**config.mk**
```make
export PLATFORM = sky130hd
export DESIGN_NAME = fifo_rd_arb
export DESIGN_NICKNAME = d
export VERILOG_FILES = /design/src/rtl/fifo_rd_arb.sv
export SDC_FILE = /design/constraint.sdc
export NUM_CORES = 1
export LEC_CHECK = 0
export BUFFER_PORTS_ARGS = -buffer_cell sky130_fd_sc_hd__clkbuf_2
export CAP_MARGIN = 25
export CORE_ASPECT_RATIO = 1.2
export CORE_UTILIZATION = 47
export CTS_CLUSTER_DIAMETER = 30
export DETAILED_ROUTE_END_ITERATION = 6
export HOLD_SLACK_MARGIN = 0.05
export PLACE_DENSITY = 0.8
export SKIP_CTS_REPAIR_TIMING = 1
export SYNTH_ARGS = -nofsm -noshare
export SYNTH_HDL_FRONTEND = slang
export SYNTH_SLANG_ARGS = --single-unit
```
**constraint.sdc**
```tcl
create_clock -name r_clk -period 1.5 [get_ports r_clk]
set_input_delay 0.225 -clock r_clk [delete_from_list [all_inputs] [get_ports r_clk]]
set_output_delay 0.225 -clock r_clk [all_outputs]
set_load 0.03 [all_outputs]
```
**src/rtl/fifo_rd_arb.sv**
```systemverilog
// fifo_rd_arb: round-robin read scheduler that drains two FIFOs into one valid/ready sink.
// Each grant fetches up to MAX_BURST words, alternating FETCH (capture+pop) and SEND (hold).
module fifo_rd_arb #(
    parameter int DATA_WIDTH = 8,
    parameter int MAX_BURST  = 4
) (
    input  logic                  r_clk,
    input  logic                  r_rst,
    input  logic                  drain_en,
    input  logic                  ch0_empty,
    input  logic [DATA_WIDTH-1:0] ch0_rd_data,
    output logic                  ch0_r_inc,
    input  logic                  ch1_empty,
    input  logic [DATA_WIDTH-1:0] ch1_rd_data,
    output logic                  ch1_r_inc,
    output logic [DATA_WIDTH-1:0] tx_data,
    output logic                  tx_ch,
    output logic                  tx_valid,
    input  logic                  tx_ready,
    output logic                  busy
);
    localparam logic [1:0] IDLE  = 2'd0;
    localparam logic [1:0] FETCH = 2'd1;
    localparam logic [1:0] SEND  = 2'd2;
    localparam logic [3:0] BURST_LIM = 4'(MAX_BURST);

    logic [1:0]            state_q, state_d;
    logic [DATA_WIDTH-1:0] tx_data_q, tx_data_d;
    logic                  tx_ch_q, tx_ch_d;
    logic                  tx_valid_q, tx_valid_d;
    logic                  ch0_r_inc_q, ch0_r_inc_d;
    logic                  ch1_r_inc_q, ch1_r_inc_d;
    logic [3:0]            burst_cnt_q, burst_cnt_d;
    logic                  last_gnt_q, last_gnt_d;
    logic                  gnt_q, gnt_d;
    logic [3:0]            cnt_inc;
    logic                  gnt_empty;

    assign cnt_inc   = burst_cnt_q + 4'd1;
    assign gnt_empty = gnt_q ? ch1_empty : ch0_empty;

    // Pop strobes are registered so they are high during the FETCH cycle itself.
    always_comb begin
        state_d     = state_q;
        tx_data_d   = tx_data_q;
        tx_ch_d     = tx_ch_q;
        tx_valid_d  = tx_valid_q;
        burst_cnt_d = burst_cnt_q;
        last_gnt_d  = last_gnt_q;
        gnt_d       = gnt_q;
        ch0_r_inc_d = 1'b0;
        ch1_r_inc_d = 1'b0;
        case (state_q)
            IDLE: begin
                if (drain_en && !(ch0_empty && ch1_empty)) begin
                    gnt_d       = (!ch0_empty && !ch1_empty) ? ~last_gnt_q : ch0_empty;
                    state_d     = FETCH;
                    burst_cnt_d = 4'd0;
                    ch0_r_inc_d = ~gnt_d;
                    ch1_r_inc_d = gnt_d;
                end
            end
            FETCH: begin
                tx_data_d  = gnt_q ? ch1_rd_data : ch0_rd_data;
                tx_ch_d    = gnt_q;
                tx_valid_d = 1'b1;
                state_d    = SEND;
            end
            SEND: begin
                if (tx_valid_q && tx_ready) begin
                    tx_valid_d  = 1'b0;
                    burst_cnt_d = cnt_inc;
                    if (drain_en && !gnt_empty && cnt_inc < BURST_LIM) begin
                        state_d     = FETCH;
                        ch0_r_inc_d = ~gnt_q;
                        ch1_r_inc_d = gnt_q;
                    end else begin
                        last_gnt_d = gnt_q;
                        state_d    = IDLE;
                    end
                end
            end
            default: state_d = IDLE;
        endcase
    end

    always_ff @(posedge r_clk) begin
        if (r_rst) begin
            state_q     <= IDLE;
            tx_data_q   <= '0;
            tx_ch_q     <= 1'b0;
            tx_valid_q  <= 1'b0;
            ch0_r_inc_q <= 1'b0;
            ch1_r_inc_q <= 1'b0;
            burst_cnt_q <= 4'd0;
            last_gnt_q  <= 1'b1;
            gnt_q       <= 1'b0;
        end else begin
            state_q     <= state_d;
            tx_data_q   <= tx_data_d;
            tx_ch_q     <= tx_ch_d;
            tx_valid_q  <= tx_valid_d;
            ch0_r_inc_q <= ch0_r_inc_d;
            ch1_r_inc_q <= ch1_r_inc_d;
            burst_cnt_q <= burst_cnt_d;
            last_gnt_q  <= last_gnt_d;
            gnt_q       <= gnt_d;
        end
    end

    assign tx_data   = tx_data_q;
    assign tx_ch     = tx_ch_q;
    assign tx_valid  = tx_valid_q;
    assign ch0_r_inc = ch0_r_inc_q;
    assign ch1_r_inc = ch1_r_inc_q;
    assign busy      = state_q != IDLE;
endmodule

```
==> impl_metrics.ini, run 1 <==
[global_routing]
grt.total_usage_pct = 19.94
grt_pass1_vias = 802
grt_max_degree = 22
antenna_found_initial = 0
grt_pass1_wl_um = 3291
overflow = 0

[worst_hold_path]
holdPathStages = 4
min_to = state_q[1]
hold_path.class = input port to flop
hold_start = tx_ready

[route]
ant_nets = 0
drtPass1Iterations = 4
vias = 837
drt_iter0_drc = 8
drt_wl_total_um = 1879
drc_errors = 0
wl_per_cell_um = 12.20
viasPerCell = 5.435

[placed_design]
placedCellCount = 150
numPortBuffers = 34
gp_congestion = 0.7881
dp_hpwl_um = 1439

[yosys]
synthXorXnorAreaFrac_pct = 1.920
synth_area_um2 = 912.1
synth_top_area_cell = dfxtp_1
synth_top_family_by_area = simple AND/OR/NAND/NOR gates
synth_fa_ha_area_share_pct = 1.372
synth_warnings = 0
synthCells = 101
synth_seq_cells = 20
seq_area_frac_synth_pct = 43.90
synth.mux.area_fraction_pct = 12.07
ys_top_cells_by_area = dfxtp_1 (44%), mux2i_1 (12%), nor2_1 (7.8%)
synth_top_area_share_pct = 43.90
avgSynthCellArea_um2 = 9.031
synth.distinct_cells = 27
synth_nets = 124
synth_compound_area_share_pct = 17.56
synth-simple-area-share_pct = 18.79

[sta]
finalSetupTns_ns = 0
finalClockSkew_ns = 0.01172
tightest_slew_ns = 0.4212
hold_viol_final = 0
setup_viol = 0
fmax_mhz = 711.0
slew_headroom_pct = 71.92
finalMaxSlewViolations = 0
finalCriticalPeriod_ns = 1.407
fin_crit_sh_pct = 93.77
rsz0062_at_grt = no

[critical_path]
r2r.worst_path.cells = 4
worst_ep_required_time_ns = 1.27
r2r-end = ch1_r_inc
crit_buf_inv = 2
r2r_slack_ns = 0.09
startpoint_type = flop
crit_family = flip-flops
cp_data_arrival_time_ns = 1.18
slowest_stage = dfxtp_1
crit_path_max_fanout = 8
crit_cells = 3
critical_path_class = flop to output pin
max_stage_delay_ns = 0.49
endpoint_kind = output pin
path_cells = nor2_1 > inv_1 > clkbuf_2
reg2reg_from = state_q[0]

[floorplan]
rows = 17
fp.dieArea_um2 = 2122
start_util_pct = 49.86
die_w_um = 42.22
core_area_um2 = 1829
die_y_um = 50.26
io_pins = 35

[cts]
cts-root-buf = clkbuf_4
htreeDepth = 1
cts.path.max_buffers = 2
cts_tree = yes
cts_buffers = 3
cts.clk_slew.worst_paths_ns = 0.12
cts.sinks = 20
clk_latency_ns = 0.31

[cells_and_area]
nFillCells = 171
drive_gt1_share_pct = 31.85
n_antenna_cell = 0
area_growth_pct = 26.47
nNetsFinal = 159
fin_cells = 154

[run]
drv_cap = 0

[power]
leakagePower_nw = 0.5041
power.total_mw = 1.221
power_density_nw_per_um2 = 1059
peakVddDrop_mv = 0.6565

[outcome]
status = finished, final reports clean
==> per-stage QoR <==
step / util [%] / worst slack, ns / hold slack (ns) / instance area (um^2)
2_1_floorplan: - / 0.2054 / 0.4003 / 912.1
3_3_place_gp: 59.92 / 0.1538 / 0.4783 / 1096
3_5_place_dp: 59.92 / 0.08534 / 0.4941 / 1096
4_1_cts: 62.79 / 0.06443 / 0.2150 / 1149
5_1_grt: 63.06 / 0.02606 / 0.2374 / 1154
6_report: 63.06 / 0.09345 / 0.2213 / 1154
==> cells by family (layout without fill, tap and decap cells) <==
group	count (synthesis)	in the layout
AOI/OAI and AO/OA	22	22
xor gates and xnor gates	2	2
adders and majority gates	1	1
buffers and inverters	9	43
DFF	20	20
muxes	11	11
and+or+nand+nor	36	36
==> state kept, by name (all words and copies together) (netlist names) <==
name / count
tx_data: 8
burst_cnt_q: 4
state_q: 2
ch0_r_inc: 1
ch1_r_inc: 1
gnt_q: 1
last_gnt_q: 1
tx_ch: 1
tx_valid: 1
==> layer usage <==
metal	routed length (um)	share of wire, %	vias up	global-route usage (%)
met4	30	1.6	0	9.375
met2	946	50	19	33.85
met5	0	0	-	0
met1	824	44	381	24.05
li1	-	-	433	-
met3	77	4.1	4	3.597
==> worst register-to-register path: cells and delay by family, from the launching register on <==
kind | cells | cell delay (ns)
AOI/OAI and AO/OA | 2 | 0.38
DFF | 1 | 0.40
and+or+nand+nor | 2 | 0.59
==> power by group <==
part | internal [mW] | total [mW] | switching (mW)
clock network | 0.270 | 0.440 | 0.170
logic | 0.0814 | 0.206 | 0.125
registers | 0.556 | 0.575 | 0.0182
==> how the worst max path moves through the flow <==
| stage | from | end | slack, ns |
|---|---|---|---|
| 3_3_place_gp | burst_cnt_q[0] | ch1_r_inc | 0.15 |
| 2_1_floorplan | tx_valid | burst_cnt_q[2] | 0.21 |
| 4_1_cts | burst_cnt_q[0] | ch1_r_inc | 0.06 |
| 3_5_place_dp | burst_cnt_q[0] | ch1_r_inc | 0.09 |
| 6_report | state_q[0] | busy | 0.09 |
| 5_1_grt | state_q[0] | busy | 0.03 |
==> cell usage in the layout, fill, tap and decap left out <==
cell type	n
a211o_1	1
a211oi_1	8
a21oi_1	3
a22o_1	1
a22oi_1	2
a31o_1	1
a31oi_2	1
and3b_1	1
and4b_1	1
buf_4	3
bufinv_16	1
clkbuf_2	34
clkbuf_4	3
dfxtp_1	20
ha_1	1
inv_1	2
mux2i_1	11
nand2_1	3
nand3_1	2
nand3b_1	1
nor2_1	19
nor2b_1	3
nor3_1	4
nor3_2	1
o2111ai_1	1
o21a_1	1
o21ai_0	1
o21ai_1	2
or3b_1	1
xnor2_1	2
==> cell usage after synthesis, drive strengths merged <==
cell type,instances
inv,2
o2111ai,1
ha,1
clkbuf,2
nor2b,3
and4b,1
dfxtp,20
nand3b,1
buf,5
a21oi,3
nand3,2
nand2,3
a31oi,1
a22oi,2
o21a,1
a22o,1
or3b,1
o21ai,3
mux2i,11
xnor2,2
a31o,1
a211oi,8
nor2,19
a211o,1
nor3,5
and3b,1
==> cell type report <==
type                    count  area (um^2)  area share (%)
multi-input cells          72        476.7           41.32
flip-flops and latches     20        400.4           34.71
repair buffers             37        192.7           16.70
clock inverters             1        30.03           2.603
well taps                  19        23.77           2.061
clock buffers               3        22.52           1.952
inverters                   2        7.507          0.6508
(Power assumes the default switching activity.)
==> inputs of run 2 (changes only) <==
- CORE_MARGIN: default -> 10
- CORE_UTILIZATION: 47 -> 32
- PLACE_DENSITY: 0.8 -> 0.59
- SETUP_SLACK_MARGIN: default -> 0.1
==> impl_metrics.ini, run 2 (synthesis results as in run 1) <==
[global_routing]
grt_pass1_wl_um = 3712
antenna_found_initial = 0
grt_pass1_vias = 871
grt.total_usage_pct = 8.688
grt_max_degree = 22
overflow = 0

[route]
viasPerCell = 4.869
drtPass1Iterations = 2
ant_nets = 0
vias = 818
drc_errors = 0
drt_iter0_drc = 26
wl_per_cell_um = 13.15
drt_wl_total_um = 2209

[cells_and_area]
final_core_util_pct = 43.04
largest_reg_flops = 8
nFillCells = 294
area_growth_pct = 30.18
drive_gt1_share_pct = 36.57
fin_cells = 168
nNetsFinal = 158
layout_commonest_cell = clkbuf_2
n_antenna_cell = 0
final_cell_area_um2 = 1187
mostFrequentLayoutCells = clkbuf_2 (34), nor2_1 (18), dfxtp_1 (17), mux2i_1 (11), a211oi_1 (8)

[cts]
cts-root-buf = clkbuf_4
cts.path.max_buffers = 2
cts_tree = yes
clk_latency_ns = 0.30
cts.sinks = 20
cts.clk_slew.worst_paths_ns = 0.12
htreeDepth = 1
cts_buffers = 3

[critical_path]
crit_path_max_fanout = 8
critical_path_class = flop to flop
crit_family = simple AND/OR/NAND/NOR gates
cp_data_arrival_time_ns = 1.62
worst_ep_required_time_ns = 1.75
slowest_stage = or3b_1
max_stage_delay_ns = 0.42
reg2reg_from = state_q[0]
endpoint_kind = flop
r2r-end = ch1_r_inc
crit_buf_inv = 0
startpoint_type = flop
r2r.worst_path.cells = 4
path_cells = or3b_1 > a211o_1 > nor3_1 > a31o_1
r2r_slack_ns = 0.14

[sta]
rsz0062_at_grt = yes
tightest_slew_ns = 0.4259
hold_ws_ns = 0.2210
slew_headroom_pct = 71.61
fmax_mhz = 732.7
hold_viol_final = 0
finalCriticalPeriod_ns = 1.365
setup_viol = 0
fin_crit_sh_pct = 90.98
finalSetupTns_ns = 0
fin_ws_ns = 0.1352
finalClockSkew_ns = 0.006727
finalMaxSlewViolations = 0

[placed_design]
dp_hpwl_um = 1697
numPortBuffers = 34
placed_area_um2 = 1107
gp_congestion = 0.7888
placedCellCount = 164
pre_cts_ws_ns = 0.09094

[power]
leakagePower_nw = 0.4988
power_density_nw_per_um2 = 1035
peakVddDrop_mv = 0.6299
power.total_mw = 1.229

[run]
drv_cap = 0

[floorplan]
core_area_um2 = 2759
io_pins = 35
die_w_um = 68.74
die_y_um = 78.49
start_util_pct = 33.06
fp.dieArea_um2 = 5395
rows = 21

[worst_hold_path]
hold_path.class = input port to flop
min_to = tx_data[6]
holdPathStages = 3
hold_start = ch0_rd_data[6]

[outcome]
status = finished, final reports clean
==> run 2: changes by cell type in the layout (fill, tap and decap cells not counted), sizes merged <==
cell	change
buf	-1
==> run 2: area by class of cell <==
class / count / area [um^2] / share of cell area, %
clock buffer: 3 / 22.52 / 1.897
clock inverter: 1 / 30.03 / 2.529
inverter: 2 / 7.507 / 0.6322
multi-input combinational: 72 / 495.5 / 41.73
sequential: 20 / 404.1 / 34.04
tap: 34 / 42.54 / 3.583
timing repair buffer: 36 / 185.2 / 15.60
==> run 2: how the worst max path moves through the flow <==
stage                         from             end  slack, ns  cells past startpoint
floorplan                 tx_valid  burst_cnt_q[2]       0.21                      5
global placement    burst_cnt_q[0]       ch1_r_inc       0.13                      5
detailed placement  burst_cnt_q[0]       ch0_r_inc       0.09                      5
CTS                 burst_cnt_q[0]       ch1_r_inc       0.07                      5
global route            state_q[0]       ch1_r_inc       0.09                      4
finish                  state_q[0]       ch1_r_inc       0.14                      4
==> run 2: layer usage <==
| layer | vias to the layer above | wire, um | part of all wire (%) | GRT usage [%] |
|---|---|---|---|---|
| met3 | 2 | 148 | 6.7 | 3.125 |
| met2 | 15 | 1142 | 52 | 14.42 |
| li1 | 425 | - | - | - |
| met4 | 0 | 21 | 0.95 | 4.348 |
| met1 | 376 | 896 | 41 | 9.299 |
| met5 | - | 0 | 0 | 0 |
==> run 2: power by group <==
group          internal, mW  leakage [nW]  switching, mW
Sequential            0.557         0.164         0.0201
Clock                 0.270        0.0279          0.177
Combinational        0.0805         0.306          0.124
Total                 0.907         0.499          0.322
==> run 2: worst reg2reg max path, stage by stage (launching register included) <==
cell     delay (ns)
dfxtp_2        0.38
or3b_1         0.42
a211o_1        0.26
nor3_1         0.14
a31o_1         0.12
==> inputs of run 3 (changes only) <==
- CTS_CLUSTER_SIZE: default -> 14
- PLACE_DENSITY: 0.59 -> 0.67
==> impl_metrics.ini, run 3 (synthesis results as in run 1) <==
[floorplan]
fp.dieArea_um2 = 5395
rows = 21
die_y_um = 78.49
core_area_um2 = 2759
die_w_um = 68.74
io_pins = 35
start_util_pct = 33.06

[global_routing]
grt_util_met1_pct = 9.698
grt.met2_usage_pct = 13.77
grt.total_usage_pct = 8.880
met3_usage_pct = 4.545
antenna_found_initial = 0
overflow = 0
grt.busiest_layer = met2
grt_max_degree = 22
grt_pass1_vias = 899
grt_pass1_wl_um = 3801

[route]
drt_wl_total_um = 2287
viasPerCell = 5.155
vias = 866
drc_errors = 0
drt_iter0_drc = 36
ant_nets = 0
wl_per_cell_um = 13.61
drtPass1Iterations = 4

[cells_and_area]
multi_input_area_um2 = 499.2
largest_reg_flops = 8
area_growth_pct = 29.08
layout_commonest_cell = clkbuf_2
nFillCells = 295
n_antenna_cell = 0
final_core_util_pct = 42.68
regArea_um2 = 406.6
nNetsFinal = 158
final_cell_area_um2 = 1177
drive_gt1_share_pct = 37.31
mostFrequentLayoutCells = clkbuf_2 (34), nor2_1 (18), dfxtp_1 (17), mux2i_1 (11), a211oi_1 (8)

[worst_hold_path]
hold_path.class = input port to flop
hold_start = tx_ready

[run]
drv_cap = 0

[cts]
cts.path.max_buffers = 2
cts.sinks = 20
clk_latency_ns = 0.31
cts_tree = yes
cts_buffers = 3
cts-root-buf = clkbuf_4
cts.clk_slew.worst_paths_ns = 0.12
htreeDepth = 1

[critical_path]
crit_path_max_fanout = 8
endpoint_kind = output pin
worst_ep_required_time_ns = 1.27
startpoint_type = flop
critical_path_class = flop to output pin
cp_data_arrival_time_ns = 1.10
cp-startpoint = state_q[0]
reg2reg_from = state_q[0]

[placed_design]
dp_hpwl_um = 1775
gp_congestion = 0.7293
placed_area_um2 = 1107
numPortBuffers = 34

[sta]
finalCriticalPeriod_ns = 1.329
finalClockSkew_ns = 0.008188
slew_headroom_pct = 70.93
fin_crit_sh_pct = 88.60
finalMaxSlewViolations = 0
setup_viol = 0
rsz0062_at_grt = no
finalSetupTns_ns = 0
hold_viol_final = 0
fmax_mhz = 752.4
tightest_slew_ns = 0.4360

[power]
power.total_mw = 1.106
leakagePower_nw = 0.4928
power_density_nw_per_um2 = 939.2
peakVddDrop_mv = 0.5005

[outcome]
status = finished, final reports clean
[run 3: per-layer routing]
| metal | vias up | share of wire, % |
|---|---|---|
| met1 | 403 | 42 |
| met3 | 5 | 11 |
| li1 | 425 | - |
| met5 | - | 0 |
| met4 | 0 | 2.0 |
| met2 | 33 | 45 |
[run 3: layout make-up]
cell class                      instances  area share [%]
Tap cell                               34           3.613
Multi-Input combinational cell         72           42.40
Clock buffer                            4           3.082
Sequential cell                        20           34.54
Timing Repair Buffer                   36           15.73
Inverter                                2          0.6376
[run 3: worst max-delay path, cell delays in order (launching register included)]
cell      delay, ns
dfxtp_4        0.39
nor2_2         0.17
inv_1          0.06
clkbuf_2       0.18
[run 3: final timing paths]
| kind | endpoint | slack (ns) | cells past startpoint |
|---|---|---|---|
| max | busy | 0.17 | 3 |
| min | state_q[1] | 0.23 | 4 |
| max reg2reg | ch1_r_inc | 0.18 | 4 |
| min reg2reg | tx_data[5] | 0.51 | 2 |
[run 3: power breakdown]
part / internal, mW / leakage [nW] / switching [mW]
logic: 0.0839 / 0.307 / 0.129
clock network: 0.148 / 0.0210 / 0.169
registers: 0.556 / 0.165 / 0.0195
[run 3: per-stage QoR]
step                      worst slack, ns  hold slack, ns  cells
after floorplan                    0.2054          0.4003    101
after global placement             0.1313          0.4760    164
after detailed placement          0.09491          0.4907    164
after CTS                         0.07399          0.2223    168
after global routing              0.09198          0.2665    168
final                              0.1710          0.2270    168
